$ cat src/rtl/retire_controller_pkg.sv
// Shared types for the in-order retire sequencer: FSM state, ROB head bundle,
// and the architectural regfile write packet.
package retire_controller_pkg;

  typedef enum logic [1:0] {
    RUN        = 2'd0,
    STORE_WAIT = 2'd1,
    FLUSH      = 2'd2,
    HALT       = 2'd3
  } RETIRE_STATE;

  // The head tag is kept out of the bundle because its width is set per instance.
  typedef struct packed {
    logic        valid;
    logic        ready;
    logic [4:0]  dest;
    logic [31:0] value;
    logic        is_store;
    logic        mispredict;
    logic [31:0] target_pc;
    logic        halt;
  } ROB_HEAD_PACKET;

  typedef struct packed {
    logic        we;
    logic [4:0]  waddr;
    logic [31:0] wdata;
  } RETIRE_RF_PACKET;

  function automatic RETIRE_RF_PACKET rf_commit(input ROB_HEAD_PACKET h);
    RETIRE_RF_PACKET r;
    r.we    = (h.dest != '0);
    r.waddr = h.dest;
    r.wdata = h.value;
    return r;
  endfunction

endpackage

$ cat src/rtl/retire_controller_if.sv
// ROB head / commit-side bundle; master is the retire controller, slave is the
// ROB, regfile, D-cache and fetch side.
interface retire_controller_if #(
  parameter int unsigned TAG_W = 6
);
  logic             head_valid;
  logic             head_ready;
  logic [TAG_W-1:0] head_tag;
  logic [4:0]       head_dest;
  logic [31:0]      head_value;
  logic             head_is_store;
  logic             head_mispredict;
  logic [31:0]      head_target_pc;
  logic             head_halt;
  logic             mem_ack;

  logic             retire_entry;
  logic             rob_clear;
  logic             rf_we;
  logic [4:0]       rf_waddr;
  logic [31:0]      rf_wdata;
  logic             st_req;
  logic [TAG_W-1:0] st_tag;
  logic             redirect_valid;
  logic [31:0]      redirect_pc;
  logic             dispatch_stall;
  logic             halted;
  logic [31:0]      retired_count;

  modport master (
    input  head_valid, head_ready, head_tag, head_dest, head_value,
           head_is_store, head_mispredict, head_target_pc, head_halt, mem_ack,
    output retire_entry, rob_clear, rf_we, rf_waddr, rf_wdata, st_req, st_tag,
           redirect_valid, redirect_pc, dispatch_stall, halted, retired_count
  );

  modport slave (
    output head_valid, head_ready, head_tag, head_dest, head_value,
           head_is_store, head_mispredict, head_target_pc, head_halt, mem_ack,
    input  retire_entry, rob_clear, rf_we, rf_waddr, rf_wdata, st_req, st_tag,
           redirect_valid, redirect_pc, dispatch_stall, halted, retired_count
  );
endinterface

$ cat src/rtl/retire_controller.sv
// In-order commit sequencer: retires the ROB head, commits stores through a
// D-cache handshake, flushes on mispredict and parks on halt.
module retire_controller
  import retire_controller_pkg::*;
#(
  parameter int unsigned TAG_W     = 6,
  parameter int unsigned FLUSH_CYC = 2
) (
  input logic                 clock,
  input logic                 reset,
  retire_controller_if.master bus
);

  localparam int unsigned CNT_W = $clog2(FLUSH_CYC + 1);
  localparam logic [CNT_W-1:0] FLUSH_LOAD = CNT_W'(FLUSH_CYC);
  localparam logic [CNT_W-1:0] CNT_ONE    = CNT_W'(1);

  RETIRE_STATE      state_q, state_d;
  logic [CNT_W-1:0] cnt_q, cnt_d;
  logic [TAG_W-1:0] tag_q, tag_d;
  logic [31:0]      target_q, target_d;
  logic [31:0]      count_q;

  ROB_HEAD_PACKET   head;
  RETIRE_RF_PACKET  rf;
  logic             retire, clear, st_req, redir, stall;
  logic [TAG_W-1:0] st_tag;
  logic [31:0]      rpc;

  always_comb begin
    head = '{valid:      bus.head_valid,
             ready:      bus.head_ready,
             dest:       bus.head_dest,
             value:      bus.head_value,
             is_store:   bus.head_is_store,
             mispredict: bus.head_mispredict,
             target_pc:  bus.head_target_pc,
             halt:       bus.head_halt};
  end

  always_comb begin
    state_d  = state_q;
    cnt_d    = cnt_q;
    tag_d    = tag_q;
    target_d = target_q;
    retire   = 1'b0;
    clear    = 1'b0;
    rf       = '0;
    st_req   = 1'b0;
    st_tag   = '0;
    redir    = 1'b0;
    rpc      = '0;
    stall    = 1'b0;
    unique case (state_q)
      RUN: begin
        if (head.valid && head.ready) begin
          if (head.halt) begin
            retire  = 1'b1;
            state_d = HALT;
          end else if (head.is_store) begin
            tag_d   = bus.head_tag;
            state_d = STORE_WAIT;
          end else begin
            retire = 1'b1;
            rf     = rf_commit(head);
            if (head.mispredict) begin
              target_d = head.target_pc;
              cnt_d    = FLUSH_LOAD;
              state_d  = FLUSH;
            end
          end
        end
      end
      STORE_WAIT: begin
        st_req = 1'b1;
        st_tag = tag_q;
        if (bus.mem_ack) begin
          retire  = 1'b1;
          state_d = RUN;
        end
      end
      FLUSH: begin
        stall = 1'b1;
        // A full counter marks the first flush cycle, the only one that clears and redirects.
        if (cnt_q == FLUSH_LOAD) begin
          clear = 1'b1;
          redir = 1'b1;
          rpc   = target_q;
        end
        cnt_d = cnt_q - CNT_ONE;
        if (cnt_q == CNT_ONE) state_d = RUN;
      end
      HALT: stall = 1'b1;
      default: state_d = RUN;
    endcase
  end

  always_ff @(posedge clock) begin
    if (reset) begin
      state_q  <= RUN;
      cnt_q    <= '0;
      tag_q    <= '0;
      target_q <= '0;
      count_q  <= '0;
    end else begin
      state_q  <= state_d;
      cnt_q    <= cnt_d;
      tag_q    <= tag_d;
      target_q <= target_d;
      count_q  <= count_q + 32'(retire);
    end
  end

  assign bus.retire_entry   = retire;
  assign bus.rob_clear      = clear;
  assign bus.rf_we          = rf.we;
  assign bus.rf_waddr       = rf.waddr;
  assign bus.rf_wdata       = rf.wdata;
  assign bus.st_req         = st_req;
  assign bus.st_tag         = st_tag;
  assign bus.redirect_valid = redir;
  assign bus.redirect_pc    = rpc;
  assign bus.dispatch_stall = stall;
  assign bus.halted         = (state_q == HALT);
  assign bus.retired_count  = count_q;

endmodule

$ cat src/flat_wrapper.sv
// flat-port wrapper written by rule: the top's interface ports become plain ports
module retire_controller_flat import retire_controller_pkg::*;
#(
  parameter int unsigned TAG_W     = 6,
  parameter int unsigned FLUSH_CYC = 2
)
  (clock, reset, bus_head_valid, bus_head_ready, bus_head_tag, bus_head_dest, bus_head_value, bus_head_is_store, bus_head_mispredict, bus_head_target_pc, bus_head_halt, bus_mem_ack, bus_retire_entry, bus_rob_clear, bus_rf_we, bus_rf_waddr, bus_rf_wdata, bus_st_req, bus_st_tag, bus_redirect_valid, bus_redirect_pc, bus_dispatch_stall, bus_halted, bus_retired_count);
  retire_controller_if #(.TAG_W(TAG_W)) bus_i ();
  input logic clock;
  input logic reset;
  input wire logic [$bits(bus_i.head_valid)-1:0] bus_head_valid;
  input wire logic [$bits(bus_i.head_ready)-1:0] bus_head_ready;
  input wire logic [$bits(bus_i.head_tag)-1:0] bus_head_tag;
  input wire logic [$bits(bus_i.head_dest)-1:0] bus_head_dest;
  input wire logic [$bits(bus_i.head_value)-1:0] bus_head_value;
  input wire logic [$bits(bus_i.head_is_store)-1:0] bus_head_is_store;
  input wire logic [$bits(bus_i.head_mispredict)-1:0] bus_head_mispredict;
  input wire logic [$bits(bus_i.head_target_pc)-1:0] bus_head_target_pc;
  input wire logic [$bits(bus_i.head_halt)-1:0] bus_head_halt;
  input wire logic [$bits(bus_i.mem_ack)-1:0] bus_mem_ack;
  output wire logic [$bits(bus_i.retire_entry)-1:0] bus_retire_entry;
  output wire logic [$bits(bus_i.rob_clear)-1:0] bus_rob_clear;
  output wire logic [$bits(bus_i.rf_we)-1:0] bus_rf_we;
  output wire logic [$bits(bus_i.rf_waddr)-1:0] bus_rf_waddr;
  output wire logic [$bits(bus_i.rf_wdata)-1:0] bus_rf_wdata;
  output wire logic [$bits(bus_i.st_req)-1:0] bus_st_req;
  output wire logic [$bits(bus_i.st_tag)-1:0] bus_st_tag;
  output wire logic [$bits(bus_i.redirect_valid)-1:0] bus_redirect_valid;
  output wire logic [$bits(bus_i.redirect_pc)-1:0] bus_redirect_pc;
  output wire logic [$bits(bus_i.dispatch_stall)-1:0] bus_dispatch_stall;
  output wire logic [$bits(bus_i.halted)-1:0] bus_halted;
  output wire logic [$bits(bus_i.retired_count)-1:0] bus_retired_count;
  assign bus_i.head_valid = bus_head_valid;
  assign bus_i.head_ready = bus_head_ready;
  assign bus_i.head_tag = bus_head_tag;
  assign bus_i.head_dest = bus_head_dest;
  assign bus_i.head_value = bus_head_value;
  assign bus_i.head_is_store = bus_head_is_store;
  assign bus_i.head_mispredict = bus_head_mispredict;
  assign bus_i.head_target_pc = bus_head_target_pc;
  assign bus_i.head_halt = bus_head_halt;
  assign bus_i.mem_ack = bus_mem_ack;
  assign bus_retire_entry = bus_i.retire_entry;
  assign bus_rob_clear = bus_i.rob_clear;
  assign bus_rf_we = bus_i.rf_we;
  assign bus_rf_waddr = bus_i.rf_waddr;
  assign bus_rf_wdata = bus_i.rf_wdata;
  assign bus_st_req = bus_i.st_req;
  assign bus_st_tag = bus_i.st_tag;
  assign bus_redirect_valid = bus_i.redirect_valid;
  assign bus_redirect_pc = bus_i.redirect_pc;
  assign bus_dispatch_stall = bus_i.dispatch_stall;
  assign bus_halted = bus_i.halted;
  assign bus_retired_count = bus_i.retired_count;
  retire_controller #(.TAG_W(TAG_W), .FLUSH_CYC(FLUSH_CYC)) u_core (.clock(clock), .reset(reset), .bus(bus_i));
endmodule
$ cat config.mk
export PLATFORM = sky130hd
export DESIGN_NAME = retire_controller_flat
export DESIGN_NICKNAME = d
export VERILOG_FILES = /design/src/rtl/retire_controller_pkg.sv /design/src/rtl/retire_controller_if.sv /design/src/rtl/retire_controller.sv /design/src/flat_wrapper.sv
export SDC_FILE = /design/constraint.sdc
export NUM_CORES = 1
export LEC_CHECK = 0
export ABC_AREA = 1
export CAP_MARGIN = 20
export CORE_UTILIZATION = 37
export CTS_CLUSTER_SIZE = 12
export DETAILED_ROUTE_END_ITERATION = 8
export GPL_ROUTABILITY_DRIVEN = 0
export HOLD_SLACK_MARGIN = 0.15
export PLACE_DENSITY = 0.78
export SYNTH_ARGS = -nofsm -noshare
export SYNTH_HDL_FRONTEND = slang
export SYNTH_SLANG_ARGS = --single-unit
$ cat constraint.sdc
create_clock -name clock -period 2.17 [get_ports clock]
set_input_delay 0.5425 -clock clock [delete_from_list [all_inputs] [get_ports clock]]
set_output_delay 0.5425 -clock clock [all_outputs]
set_load 0.1 [all_outputs]
# Yosys cells after proc, flatten, opt, wreduce, memory -nomap -nowiden
# Cells that the tools add are included.
# word_totals
in_bits	83
n_memories	0
rom_bits	0
latch_bits	0
ramBits	0
word_cells	58
ff_bits	74
# classes
reduce_logical	10
n_mul	0
shifts	0
n_eq_ne	12
add_sub_neg	2
n_bitwise	2
order_cmp	0
mux	27
div_mod_pow	0
# op_table
cell	count
38-bit two-way mux	4
32-bit two-way mux	2
32-bit by 1-bit adder with 32-bit output	1
2-bit two-way mux	9
5-bit AND reduction	3
1-bit two-way mux	8
2-bit != test, second input constant	4
2-bit equality test, second input constant	3
6-bit two-way mux	1
2-bit one-hot mux with 3 select lines	1
5-bit nonzero test	1
2-bit by 1-bit equality test with 1-bit output, second input constant	2
2-bit by 1-bit != test with 1-bit output, second input constant	2
4-bit != test, second input constant	1
2-bit one-hot mux with 2 select lines	1
4-bit AND reduction	1
3-bit nonzero test	1
2-bit logical NOT	1
1-bit inverter	2
1-bit one-hot mux with 2 select lines	1
2-bit nonzero test	1
2-bit OR reduction	1
2-bit by 1-bit subtractor with 2-bit output, second input constant	1
1-bit logical AND	1

# Logic depth before layout (Yosys ltp)
# logic_depth
word_depth	5
mapped_depth	14

# Worst setup path before layout
# Ideal clock, no wire load.
# synth_path
path_kind	register to register
start	register u_core.state_q[0]
end	register u_core.count_q[30] (netlist: u_core.bus.retired_count[30])
path_stages_with_launch	14
setup_ns	0.119
synth_period_minus_slack_ns	4.558
t_arrival_ns	4.439
setup_slack_ns	-2.388
path_cell_list	dfxtp_1 inv_1 ha_1 nand3_4 o21ai_0 ha_1 ha_1 nand2_2 nor2_2 nand2_2 nor2_4 nand3_1 nand2_1 nor2_1
# synth_between
elab_chain_cells	3
word_cells_on_any_way	4
cone_classes	1 x add/sub; 1 x eq/ne; 1 x mux; 1 x reduce/logical
# synth_lines
element	line_no	source
from (decl)	retire_controller.sv:18	RETIRE_STATE state_q, state_d;
from (signal assigned)	retire_controller.sv:106	state_q <= state_d;
2-bit by 1-bit equality test with 1-bit output / 2-bit logical NOT (equally long branches)	retire_controller.sv:54	unique case (state_q)
1-bit one-hot mux with 2 select lines (*)	retire_controller.sv:54	
named net bus_retire_entry	flat_wrapper.sv:21	output wire logic [$bits(bus_i.retire_entry)-1:0] bus_retire_entry;
32-bit by 1-bit adder with 32-bit output (*)	retire_controller.sv:110	count_q <= count_q + 32'(retire);
to (signal assigned)	retire_controller.sv:110	
to (decl)	retire_controller.sv:22	logic [31:0] count_q;
# The timed path passes the listed nets; every way through them passes the cells marked *.
# A chain may end at the register's enable or synchronous reset.

# Worst setup path after layout
# layout_path
start	input port bus_head_is_store
end	output port bus_retire_entry
# layout_between
elab_chain_cells	4
# layout_lines
element	line_no	source
from (decl)	flat_wrapper.sv:16	input wire logic [$bits(bus_i.head_is_store)-1:0] bus_head_is_store;
1-bit two-way mux	retire_controller.sv:60	end else if (head.is_store) begin
1-bit two-way mux	retire_controller.sv:57	if (head.halt) begin
1-bit two-way mux	retire_controller.sv:56	if (head.valid && head.ready) begin
1-bit one-hot mux with 2 select lines	retire_controller.sv:54	
to (decl)	flat_wrapper.sv:21	
# Every way passes these cells.

==> key figures <==
Pwr
  – Overall power: 4.35 mW
  – Max VDD drop: 0.539 mV
  – Cell Pwr Density: 543 mW/mm²
  – Cell leakage power: 3.16 nW

GRT
  – Grt met1 use: 27.9%
  – Global-route wire length before repair: 22,500 µm
  – Largest net degree at the start of global routing: 41
  – Initial antenna violation count: 0
  – GRT Util Overall: 25.7%
  – Vias in the first global route: 4,586
  – Gr busiest metal: met2
  – Met3 Use GR: 5.26%
  – Grt total ovfl: 0
  – Met2 Use GR: 49.1%

Timing
  – Final worst slack: -0.164 ns
  – Final hold vios: 0
  – Peak Freq: 429 MHz
  – Max Slew Vio Count: 0
  – Min Tclk post-route: 2.33 ns
  – Slew Limit Headroom: 77.4%
  – Final Skew: 0.00916 ns
  – Fin crit share: 108%
  – RSZ-0062 raised after global routing: true
  – Slew @ Worst Pin: 0.338 ns
  – Final setup viols: 43

Setup path
  – WP data required: 1.63 ns
  – Setup slack, reg-to-reg: -0.02 ns
  – Setup Crit Path Kind: in -> out
  – R2R cell count: 14
  – CP Launch Type: input port
  – Worst R2R End: u_core.bus.retired_count[18]
  – CP endpoint kind: output port
  – Setup crit end: bus_retire_entry
  – Critical Path Start: bus_head_is_store
  – Crit path max fanout: 2
  – R2r startpoint: u_core.state_q[1]
  – Worst Path Arrival: 1.79 ns

Flow run
  – Max_cap viols: 0

Route
  – Vias per cell: 4.80
  – Drt pass-1 iters: 4
  – Final WL: 14,700 µm
  – 1st-iter DRT viols: 224
  – Routed via count: 4,647
  – DRC violations left: 0
  – Post-detailed-route count of antenna-violating nets: 0
  – Avg WL per Cell: 15.2 µm

Die
  – Site Rows: 37
  – Initial Utilization: 38.2%
  – # IOs: 197
  – Die height: 105 µm
  – Die area: 0.0111 mm²
  – Die X: 105 µm
  – Core area: 0.0104 mm²

Synth
  – Post-synth EDFFs: 0
  – Synth warn: 0
  – Syn Area/Cell: 6.53 µm²
  – Yosys reg bits: 74
  – Post-synth cell types: 30
  – Sequential share of the synthesized area: 37.4%
  – Most used flip-flop cell after synthesis: dfxtp_1
  – Mapped cell area: 0.00396 mm²
  – Asr flop ratio synth: 0%
  – Syn_nets: 699
  – Cells after Synth: 607

Clock network
  – Max Root-Sink Buffers: 2
  – H-tree depth: 3
  – Clock latency on the worst-skew pair: 0.35 ns
  – Root Buffer: clkbuf_8
  – Worst-path clk slew: 0.07 ns
  – TritonCTS sink count: 74
  – Number of CTS-inserted buffers: 9
  – CTS tree: done

Layout
  – Most common cell after layout, fill and taps aside: inv_1
  – Reg area: 0.00149 mm²
  – Multi-input combinational cell area: 0.00252 mm²
  – FILL cells: 712
  – Commonest non-fill, non-tap cells in the layout: inv_1, buf_12, nor2_1
  – Share of cells above drive strength 1: 35.7%
  – N_diodes: 0
  – Post-Layout Cell Count: 968
  – # nets final: 919
  – Synth-to-Final Area Change: 102%

Status
  – Status: complete, but fails checks
  – Violated checks: setup timing

Placement
  – Hpwl dp: 11,200 µm
  – DP Cell Count: 938
  – I/O Buffers: 196

Worst hold path
  – Min-delay worst type: reg -> reg
[critical path: stages]
cell and delay (ns):
dlygate4sd2_1 0.30, clkinvlp_4 0.14, buf_4 0.15, nor2_1 0.23
o21ai_4 0.12, buf_12 0.14, buf_12 0.15
[kinds of logic (layout without fill, tap and decap cells)]
group	Yosys count	in the layout	synth area share [%]
XOR/XNOR	1	1	0.221
AO/OA/AOI/OAI	108	108	14.5
AND/OR/NAND/NOR	287	287	31.4
buffers and inverters	128	353	13.6
adder cells (fa/ha/maj)	9	9	2.84
flip-flops	74	74	37.4
[report_power, final]
part	leakage, nW	internal (mW)	total [mW]	switching, mW
clock	0.120	0.774	1.33	0.552
combinational	2.44	0.632	1.56	0.924
sequential	0.599	1.42	1.47	0.0482
total	3.16	2.83	4.35	1.52
[what timing repair did]
item | in CTS | in global routing
endpoints found under the hold margin | 0 | 0
setup endpoints to repair | 84 | 93
gates resized for setup | 17 | 17
pin swaps | 6 | 9
setup buffers | 5 | 5
hold buffers | 0 | 0
cloned | 2 | 2
[worst min-delay path by stage]
stage / cells after the start / end / start
floorplan: 2 / u_core.target_q[0] / u_core.target_q[0]
global placement: 2 / u_core.target_q[1] / u_core.target_q[1]
detailed placement: 2 / u_core.target_q[1] / u_core.target_q[1]
CTS: 2 / u_core.target_q[26] / u_core.target_q[26]
global route: 2 / u_core.target_q[20] / u_core.target_q[20]
finish: 2 / u_core.target_q[23] / u_core.target_q[23]
[synth_stat cells (7+ instances only)]
| master | instances | area [µm²] |
|---|---|---|
| dfxtp_1 | 74 | 1480 |
| o21ai_0 | 22 | 110 |
| nand2_1 | 84 | 315 |
| nor2_1 | 157 | 589 |
| nor2_4 | 7 | 78.8 |
| nand3_1 | 16 | 80.1 |
| o21ai_1 | 24 | 120 |
| buf_2 | 9 | 45.0 |
| a21oi_1 | 52 | 260 |
| ha_1 | 9 | 113 |
| inv_1 | 104 | 390 |
[sequential cells by signal, indices dropped and copies added, names as in the netlist]
name and cells:
u_core.tag_q 6, u_core.bus.retired_count 32, u_core.cnt_q 2, u_core.state_q 2, u_core.target_q 32
[cell type report]
class,instances,share of cell area (%)
Sequential cell,74,18.5
Inverter,106,5.15
Clock buffer,9,1.54
Multi-Input combinational cell,405,31.5
Tap cell,136,2.12
Timing Repair Buffer,231,39.6
Clock inverter,7,1.54
[per-layer routing]
| layer | vias to the layer above | wire length [µm] | part of all wire, % |
|---|---|---|---|
| met5 | - | 0 | 0 |
| met4 | 0 | 354 | 2.4 |
| met3 | 28 | 820 | 5.6 |
| met2 | 161 | 7870 | 53 |
| met1 | 2158 | 5690 | 39 |
| li1 | 2300 | - | - |
[stage by stage]
stage	TNS (ns)	setup WS, ns	util [%]	hold slack (ns)	area, µm²
final	-2.85	-0.164	77.3	0.475	8020
after global placement	-17.98	-0.391	72.2	0.441	7490
after CTS	-2.27	-0.0933	75.8	0.475	7860
after floorplan	-10.74	-0.338	-	0.429	4530
after detailed placement	-21.13	-0.453	72.2	0.448	7490
after global routing	-7.14	-0.170	77.3	0.492	8020
No activity file was read; power rests on OpenSTA's default activity.
